**config.mk**
```make
export PLATFORM = sky130hd
export DESIGN_NAME = four_way_rr_arbiter_flat
export DESIGN_NICKNAME = d
export VERILOG_FILES = /design/src/rtl/four_way_rr_arbiter_if.sv /design/src/rtl/four_way_rr_arbiter.sv /design/src/flat_wrapper.sv
export SDC_FILE = /design/constraint.sdc
export NUM_CORES = 1
export LEC_CHECK = 0
export BUFFER_PORTS_ARGS = -buffer_cell sky130_fd_sc_hd__buf_2
export CORE_MARGIN = 10
export CORE_UTILIZATION = 47
export DETAILED_ROUTE_END_ITERATION = 10
export PLACE_DENSITY = 0.85
export SLEW_MARGIN = 20
export SYNTH_ARGS = -nofsm -noshare
export SYNTH_HDL_FRONTEND = slang
export SYNTH_SLANG_ARGS = --single-unit
```
**constraint.sdc**
```tcl
create_clock -name clk -period 2.5 [get_ports clk]
set_input_delay 0.5 -clock clk [delete_from_list [all_inputs] [get_ports clk]]
set_output_delay 0.5 -clock clk [all_outputs]
set_load 0.01 [all_outputs]
```
**src/rtl/four_way_rr_arbiter_if.sv**
```systemverilog
// four_way_rr_arbiter_if: requester/consumer bundle between producers, arbiter and downstream
interface four_way_rr_arbiter_if #(parameter int WIDTH = 1);
  logic [3:0]       req;
  logic [WIDTH-1:0] i0;
  logic [WIDTH-1:0] i1;
  logic [WIDTH-1:0] i2;
  logic [WIDTH-1:0] i3;
  logic             ready;
  logic [3:0]       grant;
  logic [1:0]       sel;
  logic [WIDTH-1:0] out;
  logic             out_valid;
  logic             busy;
  modport slave (input req, i0, i1, i2, i3, ready, output grant, sel, out, out_valid, busy);
  modport master (output req, i0, i1, i2, i3, ready, input grant, sel, out, out_valid, busy);
endinterface

```
**src/rtl/four_way_rr_arbiter.sv**
```systemverilog
// four_way_rr_arbiter: round-robin owner of a 4:1 selector with bounded grant length
module four_way_rr_arbiter #(
  parameter int WIDTH    = 1,
  parameter int MAX_HOLD = 4
) (
  input logic                  clk,
  input logic                  reset,
  four_way_rr_arbiter_if.slave bus
);
  localparam int HW = MAX_HOLD > 1 ? $clog2(MAX_HOLD) : 1;
  typedef enum logic {IDLE, GRANT} state_t;
  state_t           state_q, state_d;
  logic [3:0]       grant_q, grant_d;
  logic [1:0]       sel_q, sel_d;
  logic [1:0]       last_q, last_d;
  logic [HW-1:0]    hold_q, hold_d;
  logic [1:0]       base, win;
  logic             found, valid, xfer, rel;
  logic [WIDTH-1:0] word;
  // first requester after base in rotating order; base itself is considered last
  always_comb begin
    base  = (state_q == GRANT) ? sel_q : last_q;
    win   = base;
    found = 1'b0;
    for (int k = 1; k <= 4; k++) begin
      if (!found && bus.req[base + 2'(k)]) begin
        win   = base + 2'(k);
        found = 1'b1;
      end
    end
  end
  // handshake and release conditions for the current owner
  always_comb begin
    valid = (state_q == GRANT) && bus.req[sel_q];
    xfer  = valid && bus.ready;
    rel   = (state_q == GRANT) && (!bus.req[sel_q] || (xfer && hold_q == HW'(MAX_HOLD - 1)));
  end
  // next grant: arbitrate from idle or on release with no bubble, otherwise count transfers
  always_comb begin
    state_d = state_q;
    grant_d = grant_q;
    sel_d   = sel_q;
    last_d  = rel ? sel_q : last_q;
    hold_d  = hold_q;
    if ((state_q == IDLE || rel) && found) begin
      state_d = GRANT;
      grant_d = 4'b0001 << win;
      sel_d   = win;
      hold_d  = '0;
    end else if (rel) begin
      state_d = IDLE;
      grant_d = '0;
      hold_d  = '0;
    end else if (xfer) begin
      hold_d = hold_q + 1'b1;
    end
  end
  // state registers; last resets to 3 so requester 0 wins first
  always_ff @(posedge clk or posedge reset) begin
    if (reset) begin
      state_q <= IDLE;
      grant_q <= '0;
      sel_q   <= '0;
      last_q  <= 2'b11;
      hold_q  <= '0;
    end else begin
      state_q <= state_d;
      grant_q <= grant_d;
      sel_q   <= sel_d;
      last_q  <= last_d;
      hold_q  <= hold_d;
    end
  end
  // data selector driven by the registered select
  always_comb begin
    word = sel_q == 2'd0 ? bus.i0 : sel_q == 2'd1 ? bus.i1 : sel_q == 2'd2 ? bus.i2 : bus.i3;
  end
  assign bus.out       = word;
  assign bus.out_valid = valid;
  assign bus.grant     = grant_q;
  assign bus.sel       = sel_q;
  assign bus.busy      = (state_q == GRANT);
endmodule
```
**src/flat_wrapper.sv**
```systemverilog
// flat-port wrapper written by rule: the top's interface ports become plain ports
module four_way_rr_arbiter_flat 
#(
  parameter int WIDTH    = 1,
  parameter int MAX_HOLD = 4
)
  (clk, reset, bus_req, bus_i0, bus_i1, bus_i2, bus_i3, bus_ready, bus_grant, bus_sel, bus_out, bus_out_valid, bus_busy);
  four_way_rr_arbiter_if #(.WIDTH(WIDTH)) bus_i ();
  input logic clk;
  input logic reset;
  input wire logic [$bits(bus_i.req)-1:0] bus_req;
  input wire logic [$bits(bus_i.i0)-1:0] bus_i0;
  input wire logic [$bits(bus_i.i1)-1:0] bus_i1;
  input wire logic [$bits(bus_i.i2)-1:0] bus_i2;
  input wire logic [$bits(bus_i.i3)-1:0] bus_i3;
  input wire logic [$bits(bus_i.ready)-1:0] bus_ready;
  output wire logic [$bits(bus_i.grant)-1:0] bus_grant;
  output wire logic [$bits(bus_i.sel)-1:0] bus_sel;
  output wire logic [$bits(bus_i.out)-1:0] bus_out;
  output wire logic [$bits(bus_i.out_valid)-1:0] bus_out_valid;
  output wire logic [$bits(bus_i.busy)-1:0] bus_busy;
  assign bus_i.req = bus_req;
  assign bus_i.i0 = bus_i0;
  assign bus_i.i1 = bus_i1;
  assign bus_i.i2 = bus_i2;
  assign bus_i.i3 = bus_i3;
  assign bus_i.ready = bus_ready;
  assign bus_grant = bus_i.grant;
  assign bus_sel = bus_i.sel;
  assign bus_out = bus_i.out;
  assign bus_out_valid = bus_i.out_valid;
  assign bus_busy = bus_i.busy;
  four_way_rr_arbiter #(.WIDTH(WIDTH), .MAX_HOLD(MAX_HOLD)) u_core (.clk(clk), .reset(reset), .bus(bus_i));
endmodule
```
==> reports/qor.yml <==
sta:
  hold_viol_final: 0
  maxSlewHeadroom_pct: 69.8
  whs_ns: 0.204
  worst_pin_slew_ns: 0.440
  finClkSkew_ns: 0.00657
  setup_violations: 0
  setup_ws_ns: 0.342
  tns_ns: 0
  max_clock_freq_mhz: 463
  drv_slew: 0
  min_period_ns: 2.16
  rsz0062_at_grt: "false"
  period_share_pct: 86.3
clock_tree:
  post_cts_buffers: 0
  cts_max_level: 1
  cts_root_buf: "clkbuf_4"
  clk_pin_slew_worst_paths_ns: 0.07
  cts_buffer_depth: 2
  worstSkewPairLatency_ns: 0.28
  hold_buffers: 0
  cts_inserted_buffers: 3
  cts_tree: "built"
  cts_sinks: 11
  cts_resized: 0
synthesis:
  yosysWarnings: 0
  synth_top_area_cell: "dfrtp_1"
  synth_cells: 53
  synthTopCellsByArea: "dfrtp_1 (36%), dfstp_2 (8.3%), mux4_2 (7.1%)"
  avgSynthCellArea_um2: 11.9
  yosysUniqueCellTypes: 26
  synth-seq-cells: 11
  ys_seq_area_share_pct: 44.0
  synth_top_area_share_pct: 35.7
  syn-num-nets: 65
  syn_area_um2: 631
grt:
  grt_usage_pct: 9.03
  antenna_found_initial: 0
  grt_start_max_net_pins: 12
  grt_pass1_vias: 556
  grt-ovfl-total: 0
  grt_pass1_wl_um: 2350
routing:
  ant_nets: 0
  firstDrtPassIters: 4
  viasPerCell: 5.71
  drcViolationCount: 0
  routed_wl_um: 1480
  wl_per_cell_um: 16.4
  num_vias: 514
  drtIter0Drc: 14
pwr:
  power_density_nw_per_um2: 1160
  total_leakage_power_uw: 0.000372
  peakVddDrop_mv: 0.503
critical_path:
  crit_family: "multiplexers"
  worstSetupEndpointType: "output port"
  max_stage_delay_ns: 0.59
  crit_type: "reg2out"
  path_cells: "mux4_2, and2_1, buf_2"
  slowest_stage: "mux4_2"
  critical_path_required_ns: 2.00
  crit_arrival_ns: 1.66
  worstSetupStartpointType: "flip-flop"
  cp_max_fo: 6
  cp_num_buf_inv: 1
final_layout:
  final_cell_mix: "buf_2 (19), dfrtp_1 (9), nor2_1 (5)"
  drive_gt1_share_pct: 42.7
  antenna_cells: 0
  area_growth_pct: 21.0
  mostFrequentLayoutCell: "buf_2"
  finalNetCount: 88
floorplanning:
  die_y_um: 56.6
  dieArea_um2: 3210
  die_w_um: 56.6
  rows: 13
  initial_core_util_pct: 49.1
  pin_count: 20
  coreArea_um2: 1280
outcome:
  status: "complete, no violations"
place:
  dpl.hpwl_um: 1200
  pre_cts_ws_ns: 0.481
  place_congestion: 0.792
  port_buffers: 19
worst_hold_path:
  hp-class: "in2async"
flow_run:
  max_cap_violations: 0
## synth_stat cells
library cell / n
mux2_2: 3
and3_1: 1
a211oi_1: 1
a211o_1: 2
dfstp_2: 2
nand2b_1: 1
and3_4: 1
buf_4: 1
o2bb2ai_1: 1
a32o_1: 4
dfrtp_1: 9
a21oi_1: 2
mux4_2: 2
nand2_1: 2
mux2i_1: 2
ha_1: 1
o21a_1: 1
and2_1: 3
o21ai_0: 2
mux2_4: 1
xor2_1: 1
a32oi_2: 1
nor2_1: 5
inv_1: 2
o32ai_1: 1
a21boi_0: 1
## registers in the layout, indices dropped and copies added (netlist names)
signal            cells
u_core.bus.sel        2
u_core.bus.grant      4
u_core.bus.busy       1
u_core.hold_q         2
u_core.last_q         2
## kinds of logic after synthesis
kind of cell / count (synthesis) / share of synthesized area [%]
xor+xnor: 1 / 1.39
flops: 11 / 44.0
simple gates: 13 / 10.9
fa+ha+maj: 1 / 1.98
mux: 8 / 18.1
compound gates: 16 / 21.2
buf+inv: 3 / 2.38
## metrics by stage
step                      area [um2]  util (%)  cells  total power (uW)
after global routing             763      59.4     90               946
after global placement           737      57.4     86               750
after floorplan                  631         -     53               632
final                            763      59.4     90               884
after CTS                        763      59.4     90               891
after detailed placement         737      57.4     86               766
## per-layer routing
layer	share of wire [%]	track usage [%]
met4	1.4	5.15
met5	0	0
met1	42	8.65
met3	5.5	3.82
met2	51	15.7
## final cells by class
type	instances	area [um2]
Timing Repair Buffer	19	95.1
Inverter	2	7.51
Sequential cell	11	278
Clock buffer	4	26.3
Multi-Input combinational cell	39	338
Fill cell	109	522
Tap cell	15	18.8
## power by group
group	switching [uW]	internal (uW)	leakage [uW]
logic	219	226	0.000225
registers	56.6	257	0.000132
clock network	63.4	61.9	0.0000150
## path summary, 6_finish.rpt
kind	start	to	slack (ns)	cells after the start
setup / recovery	u_core.bus.sel[0]	bus_out_valid	0.34	3
hold / removal	reset	u_core.bus.busy	0.20	2
setup reg to reg	u_core.bus.busy	u_core.bus.grant[2]	0.43	4
hold reg to reg	u_core.bus.grant[0]	u_core.bus.grant[0]	0.50	1
max in group asynchronous	reset	u_core.last_q[0]	1.96	2
min in group clk	u_core.bus.grant[0]	u_core.bus.grant[0]	0.50	1
Note: power is estimated with default switching activity, not from simulation.
